**src/rtl/dlyb_tap_ctrl.sv**
```systemverilog
// dlyb_tap_ctrl
// Tap-select sequencer for a delay line built from chained delay-buffer cells
// feeding a tap mux. TAP_SEL only ever moves one step at a time and every step
// is followed by a settle window, so the mux output never glitches.
// Serves manual tap moves (valid/ready) and a calibration sweep that finds
// the longest tap whose delay stays under one clock period.
//
// Ports
//   CLK        rising-edge clock
//   RST        synchronous active-high reset
//   CAL_START  one-cycle calibration request (accepted in IDLE only)
//   REQ_VLD    manual tap request valid
//   REQ_TAP    requested tap, sampled on REQ_VLD & REQ_RDY
//   REQ_RDY    ready for a manual request (IDLE and no CAL_START)
//   SAMPLE     delay-line output at TAP_SEL, captured externally on CLK
//   TAP_SEL    registered tap select to the mux
//   LAUNCH     registered toggle driven into the delay-line input
//   BUSY       high in any state other than IDLE
//   DONE       one-cycle pulse at the end of a move or calibration
//   LOCKED     last calibration succeeded
//   CAL_FAIL   last calibration failed
//   CAL_TAP    result of the last successful calibration
module dlyb_tap_ctrl #(
  parameter int unsigned NTAP_W = 5,
  parameter int unsigned SETTLE = 4
) (
  input  logic              CLK,
  input  logic              RST,
  input  logic              CAL_START,
  input  logic              REQ_VLD,
  input  logic [NTAP_W-1:0] REQ_TAP,
  output logic              REQ_RDY,
  input  logic              SAMPLE,
  output logic [NTAP_W-1:0] TAP_SEL,
  output logic              LAUNCH,
  output logic              BUSY,
  output logic              DONE,
  output logic              LOCKED,
  output logic              CAL_FAIL,
  output logic [NTAP_W-1:0] CAL_TAP
);

  localparam int unsigned      CNT_W   = (SETTLE > 1) ? $clog2(SETTLE) : 1;
  localparam logic [NTAP_W-1:0] TAP_MAX = '1;
  localparam logic [CNT_W-1:0]  CNT_LD  = CNT_W'(SETTLE - 1);

  typedef enum logic [2:0] {
    S_IDLE, S_MOVE, S_SETTLE, S_LNCH, S_WAIT1, S_WAIT2, S_EVAL, S_FIN
  } state_t;

  // What the MOVE/SETTLE loop is currently serving.
  typedef enum logic [1:0] {
    PH_MAN, PH_DESC, PH_SWEEP, PH_RET
  } phase_t;

  state_t            state, state_n;
  phase_t            phase, phase_n;
  logic [NTAP_W-1:0] target, target_n;
  logic [CNT_W-1:0]  cnt, cnt_n;
  logic [NTAP_W-1:0] tap_n, cal_tap_n;
  logic              launch_n, busy_n, done_n, locked_n, cal_fail_n;

  assign REQ_RDY = (state == S_IDLE) && !CAL_START;

  always_ff @(posedge CLK) begin
    if (RST) begin
      state    <= S_IDLE;
      phase    <= PH_MAN;
      target   <= '0;
      cnt      <= '0;
      TAP_SEL  <= '0;
      LAUNCH   <= 1'b0;
      BUSY     <= 1'b0;
      DONE     <= 1'b0;
      LOCKED   <= 1'b0;
      CAL_FAIL <= 1'b0;
      CAL_TAP  <= '0;
    end else begin
      state    <= state_n;
      phase    <= phase_n;
      target   <= target_n;
      cnt      <= cnt_n;
      TAP_SEL  <= tap_n;
      LAUNCH   <= launch_n;
      BUSY     <= busy_n;
      DONE     <= done_n;
      LOCKED   <= locked_n;
      CAL_FAIL <= cal_fail_n;
      CAL_TAP  <= cal_tap_n;
    end
  end

  always_comb begin
    state_n    = state;
    phase_n    = phase;
    target_n   = target;
    cnt_n      = cnt;
    tap_n      = TAP_SEL;
    launch_n   = LAUNCH;
    locked_n   = LOCKED;
    cal_fail_n = CAL_FAIL;
    cal_tap_n  = CAL_TAP;

    unique case (state)
      S_IDLE: begin
        if (CAL_START) begin
          // Calibration first descends to tap 0 through the normal move loop.
          phase_n    = PH_DESC;
          target_n   = '0;
          locked_n   = 1'b0;
          cal_fail_n = 1'b0;
          state_n    = S_MOVE;
        end else if (REQ_VLD) begin
          phase_n  = PH_MAN;
          target_n = REQ_TAP;
          state_n  = (REQ_TAP == TAP_SEL) ? S_FIN : S_MOVE;
        end
      end

      // MOVE either takes one step toward target or, when already there,
      // hands over to whatever the current phase does next.
      S_MOVE: begin
        if (TAP_SEL == target) begin
          unique case (phase)
            PH_MAN:  state_n = S_FIN;
            PH_RET: begin
              locked_n  = 1'b1;
              cal_tap_n = target;
              state_n   = S_FIN;
            end
            default: begin
              phase_n = PH_SWEEP;
              state_n = S_LNCH;
            end
          endcase
        end else begin
          tap_n   = (target > TAP_SEL) ? TAP_SEL + 1'b1 : TAP_SEL - 1'b1;
          cnt_n   = CNT_LD;
          state_n = S_SETTLE;
        end
      end

      S_SETTLE: begin
        if (cnt != '0) begin
          cnt_n = cnt - 1'b1;
        end else begin
          state_n = (phase == PH_SWEEP) ? S_LNCH : S_MOVE;
        end
      end

      S_LNCH: begin
        launch_n = ~LAUNCH;
        state_n  = S_WAIT1;
      end

      S_WAIT1: state_n = S_WAIT2;
      S_WAIT2: state_n = S_EVAL;

      S_EVAL: begin
        if (SAMPLE == LAUNCH) begin
          if (TAP_SEL == TAP_MAX) begin
            cal_fail_n = 1'b1;
            state_n    = S_FIN;
          end else begin
            target_n = TAP_SEL + 1'b1;
            state_n  = S_MOVE;
          end
        end else if (TAP_SEL == '0) begin
          cal_fail_n = 1'b1;
          state_n    = S_FIN;
        end else begin
          // Back off one tap; result is committed when FIN is entered.
          target_n = TAP_SEL - 1'b1;
          phase_n  = PH_RET;
          state_n  = S_MOVE;
        end
      end

      S_FIN:   state_n = S_IDLE;
      default: state_n = S_IDLE;
    endcase

    done_n = (state_n == S_FIN);
    busy_n = (state_n != S_IDLE);
  end

endmodule

```
**config.mk**
```make
export PLATFORM = sky130hd
export DESIGN_NAME = dlyb_tap_ctrl
export DESIGN_NICKNAME = d
export VERILOG_FILES = /design/src/rtl/dlyb_tap_ctrl.sv
export SDC_FILE = /design/constraint.sdc
export NUM_CORES = 1
export LEC_CHECK = 0
export CORE_AREA = 2 2 69 71
export CTS_CLUSTER_DIAMETER = 80
export DETAILED_ROUTE_END_ITERATION = 8
export DIE_AREA = 0 0 71 73
export SLEW_MARGIN = 0
export SYNTH_ARGS = -nofsm -noshare
export SYNTH_HDL_FRONTEND = slang
export SYNTH_SLANG_ARGS = --single-unit
```
**constraint.sdc**
```tcl
create_clock -name CLK -period 6.9 [get_ports CLK]
set_input_delay 1.725 -clock CLK [delete_from_list [all_inputs] [get_ports CLK]]
set_output_delay 1.725 -clock CLK [all_outputs]
set_load 0.02 [all_outputs]
```
# Yosys cells after proc, flatten, opt, wreduce, memory -nomap -nowiden
# Index checks and enable logic that the tools add are counted.
# totals
romBits	0
latchBits	0
inputBits	10
mem_bits_rw	0
regBits	27
n_memories	0
out_inout_bits	16
# op_classes
eq_ne	27
n_bitwise	2
magnitude_cmp	1
n_addsub	3
reduce_logical	19
div	0
shift	0
mux	36
mul	0
# op_table
cell	count
2-to-1 mux 5 bit	6
2-to-1 mux 3 bit	9
case mux 3 bit (8 select lines)	1
2-to-1 mux 2 bit	9
equality test 3 bit, second input constant	5
!= test 3 bit, second input constant	5
!= test 2 bit, second input constant	7
AND reduction 4 bit	3
equality test 5 bit	2
case mux 5 bit (2 select lines)	1
nonzero test 2 bit	4
equality test 3 x 2 -> 1 bit, second input constant	2
2-to-1 mux 1 bit	6
case mux 2 bit (3 select lines)	1
AND reduction 3 bit	2
AND reduction 6 bit	1
nonzero test 3 bit	2
adder 5 x 1 -> 5 bit, second input constant	1
equality test 5 bit, second input constant	1
greater-than comparator 5 bit	1
zero test 5 bit	1
subtractor 5 x 1 -> 5 bit, second input constant	1
equality test 2 bit, second input constant	2
case mux 1 bit (2 select lines)	2
other kinds (12)	13

# Longest topological paths before layout
# Gate-level depths: netlist of the first run.
# depth
depth_word	6
mapped_depth	9
depth_no_buf	7

# Worst setup path before layout of the first run
# OpenSTA, ideal clock, no wires.
# synth_timing
path_kind	input -> output
start	input port CAL_START
end	output port REQ_RDY
cell_stages	2
path_buffers	0
required_time_ns	5.175
slack_ns	2.847
t_arrival_ns	2.328
path_cell_list	or4_4 inv_1
# synth_via
elab_chain_len	2
# synth_lines
element	line_no	rtl
start: declaration	29	input logic CAL_START,
zero test 1 bit	63	assign REQ_RDY = (state == S_IDLE) && !CAL_START;
logical AND 1 bit	63	
end: declaration	32	output logic REQ_RDY,
# No other way between the ends.

# Worst setup path in the final report of the first run
# Ends and elaborated chain as after synthesis.

==> impl_metrics.py, run 1 <==
metrics = {
    "die": {
        "design.core.area_mm2": 0.00454,
        "dieArea_mm2": 0.00518,
        "ios": 26,
        "die_w_um": 71,
        "rows": 25,
        "start_util_pct": 37.9,
        "die_h_um": 73,
    },
    "cells_and_area": {
        "antenna_cells": 0,
        "seqCellArea_um2": 541,
        "multiInputGateArea_mm2": 0.00107,
        "area_growth_pct": 18.0,
        "design_area_mm2": 0.00203,
        "mostFrequentLayoutCells": "29 x nor2_1, 27 x dfxtp_1, 25 x clkdlybuf4s50_1",
        "final_common_cell": "nor2_1",
        "fillers": 456,
        "drive_gt1_share_pct": 7.34,
        "fin_nets": 240,
        "final_core_util_pct": 44.7,
    },
    "setup_path": {
        "critPathRequiredTime_ns": 5.18,
        "worstSetupStartpointType": "primary input",
        "path_class": "in -> out",
        "reg2reg_depth": 7,
        "end_kind": "primary output",
        "reg2reg_to": "TAP_SEL[2]",
        "arrival_ns": 3.44,
        "reg2reg_slack_ns": 4.45,
        "cp_max_fo": 8,
        "rr_startpoint": "TAP_SEL[2]",
    },
    "sta": {
        "finalSetupViolCount": 0,
        "final.period_utilization_pct": 74.9,
        "fin_setup_tns_ns": 0,
        "period_needed_ns": 5.17,
        "final_hold_viol_count": 0,
        "final.setup_skew_ns": 0.00389,
        "rsz0062_at_grt": "no",
        "worstMarginPinSlew_ns": 0.543,
        "slew-limit-headroom_pct": 62.8,
        "max_freq_mhz": 193,
        "slew_viol_final": 0,
    },
    "drt": {
        "wire_per_inst_um": 14.4,
        "dr.pass1.iters": 4,
        "vias": 1441,
        "route.detailed.drc": 0,
        "postRouteAntennaNets": 0,
        "routed_wl_um": 3920,
        "dr.first_iter.drc_count": 102,
        "viasPerCell": 5.30,
    },
    "grt": {
        "grt_pass1_vias": 1410,
        "grt-ovfl-total": 0,
        "grt_first_pass_wirelength_um": 6600,
        "grt_usage_pct": 16.1,
        "antenna_found_initial": 0,
        "grt_max_degree": 30,
    },
    "yosys": {
        "ys.flop_type": "dfxtp_1",
        "yosysWarnings": 0,
        "syn_avg_cell_area_um2": 8.64,
        "syn_area_mm2": 0.00172,
        "synth-seq-cells": 27,
        "syn_nets": 220,
        "async_flop_share_pct": 0,
        "synth-seq-area-share_pct": 31.4,
        "synthCells": 199,
        "synth_edf_count": 0,
        "ys_types": 47,
    },
    "cts": {
        "cts_buffers": 3,
        "cts_setup_buffers": 0,
        "cts_tree": "built",
        "holdBufCountCts": 0,
        "path_clk_slew_ns": 0.10,
        "clk_latency_ns": 0.27,
        "ctsRootBufferMaster": "clkbuf_8",
        "cts.sinks": 27,
        "cts_max_level": 1,
        "cts.path.max_buffers": 2,
        "ctsResizeCount": 0,
    },
    "power": {
        "powerDensity_mw_per_mm2": 474,
        "power.leakage_uw": 0.000841,
        "peakVddDrop_uv": 191,
        "total_power_uw": 962,
    },
    "placed_design": {
        "routabilityCongestion": 0.804,
        "place_hpwl_um": 2880,
        "port-buffer-count": 25,
        "placed_cell_area_mm2": 0.00198,
    },
    "run": {
        "maxCapViolCount": 0,
    },
    "worst_hold_path": {
        "whs_endpoint": "LOCKED",
        "min-delay-start": "LOCKED",
        "whs_path_depth": 2,
        "holdCritPathClass": "reg -> reg",
    },
    "outcome": {
        "status": "finished clean",
    },
}
synth_stat cells, drive strengths merged, types with 3 or more instances:
cell | n | area, um^2
nor2 | 29 | 109
dfxtp | 27 | 541
inv | 13 | 48.8
ha | 11 | 138
mux2i | 10 | 100
nand2 | 10 | 37.5
a211oi | 9 | 87.6
a21oi | 9 | 45.0
nor3 | 7 | 35.0
xor2 | 7 | 68.8
buf | 6 | 41.3
o21ai | 6 | 30.0
xnor2 | 6 | 52.6
clkbuf | 5 | 18.8
and3 | 4 | 25.0
a31oi | 3 | 18.8
nand3 | 3 | 15.0
nor3b | 3 | 22.5
routing by layer:
layer  wire (um)  GRT usage (%)  up-vias
met2        1860           26.6       19
met4          29           4.19        0
li1            -              -      734
met5           0              0        -
met1        1930           21.4      684
met3         106           3.59        4
power breakdown:
group          total [uW]  internal, uW  switching, uW
Clock                92.5          41.5           51.0
Combinational         580           264            317
Sequential            289           206           82.7
stage by stage:
| stage | instances | setup WS (ns) | hold slack [ns] |
|---|---|---|---|
| after floorplan | 199 | 2.85 | 0.443 |
| after global placement | 268 | 1.74 | 0.458 |
| after detailed placement | 268 | 1.73 | 0.468 |
| after CTS | 272 | 1.73 | 0.480 |
| after global routing | 272 | 1.68 | 0.507 |
| final | 272 | 1.73 | 0.476 |
area by class of cell:
type	count	area share, %
flip-flops and latches	27	26.6
inverters	13	2.40
repair buffers	26	12.7
multi-input cells	148	52.7
clock buffers	4	2.22
well taps	54	3.33
sequential cells by signal, indices dropped and copies added (netlist names):
register,cells
BUSY,1
CAL_FAIL,1
CAL_TAP,5
DONE,1
LAUNCH,1
LOCKED,1
TAP_SEL,5
cnt,2
phase,2
state,3
target,5
logic make-up (layout without fill, tap and decap cells):
kind of cell / after synthesis / count (layout) / share of synthesized area [%]
buf+inv: 24 / 43 / 6.33
compound gates: 40 / 40 / 17.2
fa+ha+maj: 11 / 11 / 8.01
flops: 27 / 27 / 31.4
xor+xnor: 13 / 13 / 7.06
mux: 12 / 12 / 7.13
simple gates: 72 / 72 / 22.9
worst max-delay path, stage by stage:
cell	delay (ns)
clkdlybuf4s50_1	0.55
or4_4	0.50
inv_1	0.07
clkdlybuf4s50_1	0.59
worst max-delay path by stage:
stage / slack [ns] / to / start
floorplan: 2.85 / REQ_RDY / CAL_START
global placement: 1.74 / REQ_RDY / CAL_START
detailed placement: 1.73 / REQ_RDY / CAL_START
CTS: 1.73 / REQ_RDY / CAL_START
global route: 1.68 / REQ_RDY / CAL_START
finish: 1.73 / REQ_RDY / CAL_START
No activity file was read; power rests on OpenSTA's default activity.
==> inputs of run 2 (changes only) <==
- clock period: 6.9 -> 4.4 ns (I/O delays scaled with it)
==> run 2 against run 1 <==
Combinational power up 57%. Power up 56%. Non-clock buffer count up 1. Die area unchanged. Clock skew barely moved. Sequential share of layout area is 0.098 points lower. Sequential power grew 56%. Register-to-register slack got worse by 2.5 ns. Largest cell class unchanged. Largest power group unchanged.
==> impl_metrics.py, run 2 (synthesized netlist as in run 1, its figures left out) <==
metrics = {
    "cells_and_area": {
        "drive_gt1_share_pct": 7.76,
        "antenna_cells": 0,
        "mostFrequentLayoutCells": "29 x nor2_1, 27 x dfxtp_1, 25 x clkdlybuf4s50_1",
        "fin_nets": 241,
        "design_area_mm2": 0.00204,
        "final_common_cell": "nor2_1",
        "largest_registers": "CAL_TAP (5), TAP_SEL (5), target (5)",
        "area_growth_pct": 18.5,
    },
    "drt": {
        "routed_wl_um": 3820,
        "wire_per_inst_um": 14.0,
        "dr.pass1.iters": 5,
        "vias": 1437,
        "viasPerCell": 5.26,
        "dr.first_iter.drc_count": 68,
        "postRouteAntennaNets": 0,
        "route.detailed.drc": 0,
    },
    "setup_path": {
        "cp_top_family": "buffers and inverters",
        "critPathRequiredTime_ns": 3.30,
        "crit_path_frequent_cell": "clkdlybuf4s50_1",
        "critPathSlowestCell": "clkdlybuf4s50_1",
        "worstSetupStartpointType": "primary input",
        "slowest_delay_ns": 0.60,
        "reg2reg_depth": 7,
        "cp_max_fo": 3,
        "end_kind": "primary output",
        "path_buf_inv": 3,
        "cp.depth": 4,
        "arrival_ns": 2.68,
        "path_class": "in -> out",
        "cp_cell_sequence": "clkdlybuf4s50_1 > or4_4 > inv_1 > clkdlybuf4s50_1",
    },
    "sta": {
        "period_needed_ns": 3.78,
        "slew_viol_final": 0,
        "worstMarginPinSlew_ns": 0.527,
        "fin_setup_tns_ns": 0,
        "max_freq_mhz": 265,
        "final.setup_skew_ns": 0.00364,
        "final.period_utilization_pct": 85.9,
        "finalSetupViolCount": 0,
        "slew-limit-headroom_pct": 64.7,
        "hold_slack_ns": 0.472,
        "rsz0062_at_grt": "no",
        "final_hold_viol_count": 0,
    },
    "placed_design": {
        "placed_cell_area_mm2": 0.00199,
        "place_hpwl_um": 2930,
        "routabilityCongestion": 0.784,
        "port-buffer-count": 25,
    },
    "cts": {
        "path_clk_slew_ns": 0.09,
        "cts_setup_buffers": 0,
        "cts.path.max_buffers": 2,
        "cts_max_level": 1,
        "cts_tree": "built",
        "clk_latency_ns": 0.28,
        "cts_buffers": 3,
        "ctsRootBufferMaster": "clkbuf_8",
        "ctsResizeCount": 0,
        "holdBufCountCts": 0,
        "cts.sinks": 27,
    },
    "grt": {
        "grt_pass1_vias": 1324,
        "grt-ovfl-total": 0,
        "grt_usage_pct": 15.7,
        "grt_first_pass_wirelength_um": 6410,
        "grt_max_degree": 17,
        "antenna_found_initial": 0,
    },
    "power": {
        "powerDensity_mw_per_mm2": 739,
        "peakVddDrop_uv": 365,
        "power.leakage_uw": 0.000846,
    },
    "die": {
        "dieArea_mm2": 0.00518,
        "design.core.area_mm2": 0.00454,
        "start_util_pct": 37.9,
        "rows": 25,
        "die_h_um": 73,
        "ios": 26,
        "die_w_um": 71,
    },
    "run": {
        "maxCapViolCount": 0,
    },
    "worst_hold_path": {
        "holdCritPathClass": "reg -> reg",
        "whs_path_depth": 2,
    },
    "outcome": {
        "status": "finished clean",
    },
}
-- run 2: cell types whose count changed in the layout (fill, tap and decap cells not counted), sizes merged --
| cell | delta |
|---|---|
| buf | +1 |
-- run 2: path summary, 6_finish.rpt --
check	end	slack, ns	start
worst max-delay path	REQ_RDY	0.62	CAL_START
worst min-delay path	LOCKED	0.47	LOCKED
worst max register to register	TAP_SEL[2]	1.91	TAP_SEL[2]
worst min register to register	LOCKED	0.47	LOCKED
-- run 2: worst min-delay path, stage by stage (launching register included) --
cell and delay (ns):
dfxtp_1 0.32, nand2_1 0.05, a21oi_1 0.05
-- run 2: power breakdown --
group | internal (uW) | switching (uW) | leakage (uW)
Sequential | 323 | 129 | 0.000221
Clock | 65.0 | 77.5 | 0.0000228
Combinational | 415 | 495 | 0.000603
-- run 2: per-layer routing --
layer	track usage [%]	wire, um	vias to the layer above
li1	-	-	742
met1	21.6	1890	658
met2	25.4	1770	33
met3	2.90	134	4
met4	3.77	26	0
met5	0	0	-
-- run 2: cell type report --
cell class                 count  area (um^2)
tap                           54         67.6
sequential                    27          541
multi-input combinational    148         1070
inverter                      13         48.8
timing repair buffer          27          265
clock buffer                   4         45.0
fill                         466         2500
-- run 2: metrics by stage --
step	worst slack (ns)	utilization (%)	total power [uW]	instances
floorplan	1.60	-	1160	199
global placement	0.645	43.9	1360	269
detailed placement	0.617	43.9	1370	269
CTS	0.604	44.9	1520	273
global route	0.557	44.9	1640	273
finish	0.622	44.9	1500	273
==> inputs of run 3 (changes only) <==
- CORE_AREA: 2 2 69 71 -> 5 5 72 74
- DIE_AREA: 0 0 71 73 -> 0 0 77 79
==> run 3 against run 2 <==
Die area rose by 17%. Clock skew rose by 0.0042 ns. Routed wire length rose by 1.5%. Via count barely moved. Count of clock-buffer cells in the layout fell by 1. Utilization barely moved. Critical path depth did not move. Maximum frequency fell by 0.45%. Combinational power barely moved.
==> impl_metrics.py, run 3 (synthesized netlist as in run 1, its figures left out) <==
metrics = {
    "cts": {
        "holdBufCountCts": 0,
        "cts_buffers": 3,
        "cts.sinks": 27,
        "cts_tree": "built",
        "cts_setup_buffers": 0,
        "path_clk_slew_ns": 0.09,
        "ctsRootBufferMaster": "clkbuf_8",
        "ctsResizeCount": 0,
        "cts_max_level": 1,
        "cts.path.max_buffers": 2,
        "clk_latency_ns": 0.28,
    },
    "cells_and_area": {
        "multiInputGateArea_mm2": 0.00107,
        "antenna_cells": 0,
        "area_growth_pct": 18.6,
        "fin_nets": 241,
        "final_core_util_pct": 44.9,
        "seqCellArea_um2": 541,
        "drive_gt1_share_pct": 8.22,
        "fillers": 463,
        "final_common_cell": "nor2_1",
        "largest_registers": "CAL_TAP (5), TAP_SEL (5), target (5)",
        "mostFrequentLayoutCells": "29 x nor2_1, 27 x dfxtp_1, 25 x clkdlybuf4s50_1",
    },
    "setup_path": {
        "slowest_delay_ns": 0.60,
        "crit_path_frequent_cell": "clkdlybuf4s50_1",
        "arrival_ns": 2.70,
        "reg2reg_slack_ns": 1.96,
        "path_class": "in -> out",
        "cp_top_family": "buffers and inverters",
        "worstSetupStartpointType": "primary input",
        "critPathRequiredTime_ns": 3.30,
        "end_kind": "primary output",
        "cp_max_fo": 3,
        "critPathSlowestCell": "clkdlybuf4s50_1",
        "path_buf_inv": 3,
        "cp_cell_sequence": "clkdlybuf4s50_1 > or4_4 > inv_1 > clkdlybuf4s50_1",
    },
    "die": {
        "design.core.area_mm2": 0.00454,
        "dieArea_mm2": 0.00608,
        "ios": 26,
        "die_w_um": 77,
        "die_h_um": 79,
        "rows": 25,
        "start_util_pct": 37.9,
    },
    "power": {
        "peakVddDrop_uv": 417,
        "power.switching_uw": 702,
        "power.leakage_uw": 0.000849,
        "p_int_uw": 802,
        "total_power_uw": 1500,
        "combPwrFrac_pct": 60.7,
        "clockPowerShare_pct": 9.6,
        "powerDensity_mw_per_mm2": 738,
        "seqPwrFrac_pct": 29.7,
        "swShare_pct": 46.7,
    },
    "sta": {
        "final.setup_skew_ns": 0.00780,
        "period_needed_ns": 3.80,
        "final_hold_viol_count": 0,
        "final.period_utilization_pct": 86.3,
        "fin_ws_ns": 0.605,
        "worstMarginPinSlew_ns": 0.466,
        "slew-limit-headroom_pct": 68.9,
        "max_freq_mhz": 263,
        "finalSetupViolCount": 0,
        "rsz0062_at_grt": "no",
        "fin_setup_tns_ns": 0,
        "slew_viol_final": 0,
    },
    "grt": {
        "grt_first_pass_wirelength_um": 6780,
        "grt-ovfl-total": 0,
        "grt_max_degree": 18,
        "grt_usage_pct": 13.6,
        "grt_pass1_vias": 1443,
        "antenna_found_initial": 0,
    },
    "placed_design": {
        "routabilityCongestion": 0.866,
        "dp_slack_ns": 0.624,
        "port-buffer-count": 25,
        "place_hpwl_um": 3010,
    },
    "worst_hold_path": {
        "holdCritPathClass": "reg -> reg",
    },
    "run": {
        "maxCapViolCount": 0,
    },
    "drt": {
        "postRouteAntennaNets": 0,
        "dr.pass1.iters": 4,
        "vias": 1436,
        "dr.first_iter.drc_count": 97,
        "routed_wl_um": 3880,
        "route.detailed.drc": 0,
        "viasPerCell": 5.26,
        "wire_per_inst_um": 14.2,
    },
    "outcome": {
        "status": "finished clean",
    },
}
-- run 3: final timing paths --
kind | start | endpoint | cells after the start
max | CAL_START | REQ_RDY | 4
min | LOCKED | LOCKED | 2
max reg2reg | TAP_SEL[2] | TAP_SEL[2] | 7
min reg2reg | LOCKED | LOCKED | 2
-- run 3: cell type report --
| class | count | area share (%) |
|---|---|---|
| inverters | 13 | 2.39 |
| flip-flops and latches | 27 | 26.5 |
| repair buffers | 27 | 13.0 |
| multi-input cells | 148 | 52.5 |
| clock inverters | 1 | 0.246 |
| well taps | 54 | 3.31 |
| clock buffers | 3 | 2.03 |
-- run 3: metal layers --
layer	vias up	wire [um]	GRT usage (%)
li1	743	-	-
met1	657	1900	18.5
met3	5	182	3.17
met5	-	0	0
met4	0	29	3.26
met2	31	1770	21.9
-- run 3: power groups by stage --
stage                     registers [uW]  clock network (uW)  logic, uW
after floorplan                      425                   0        737
after global placement               454                   0        909
after detailed placement             454                   0        916
after CTS                            448                 152        920
after global routing                 464                 165       1030
final                                447                 144        913
-- run 3: stage by stage --
stage / instance area, um^2 / hold WS [ns] / std cells
2_1_floorplan: 1720 / 0.443 / 199
3_3_place_gp: 1990 / 0.458 / 269
3_5_place_dp: 1990 / 0.465 / 269
4_1_cts: 2040 / 0.480 / 273
5_1_grt: 2040 / 0.507 / 273
6_report: 2040 / 0.477 / 273
-- run 3: worst min-delay path: cells and delay by family, from the launching register on --
kind             cells  cell delay [ns]
flip-flops           1             0.33
AO/OA/AOI/OAI        1             0.06
AND/OR/NAND/NOR      1             0.05
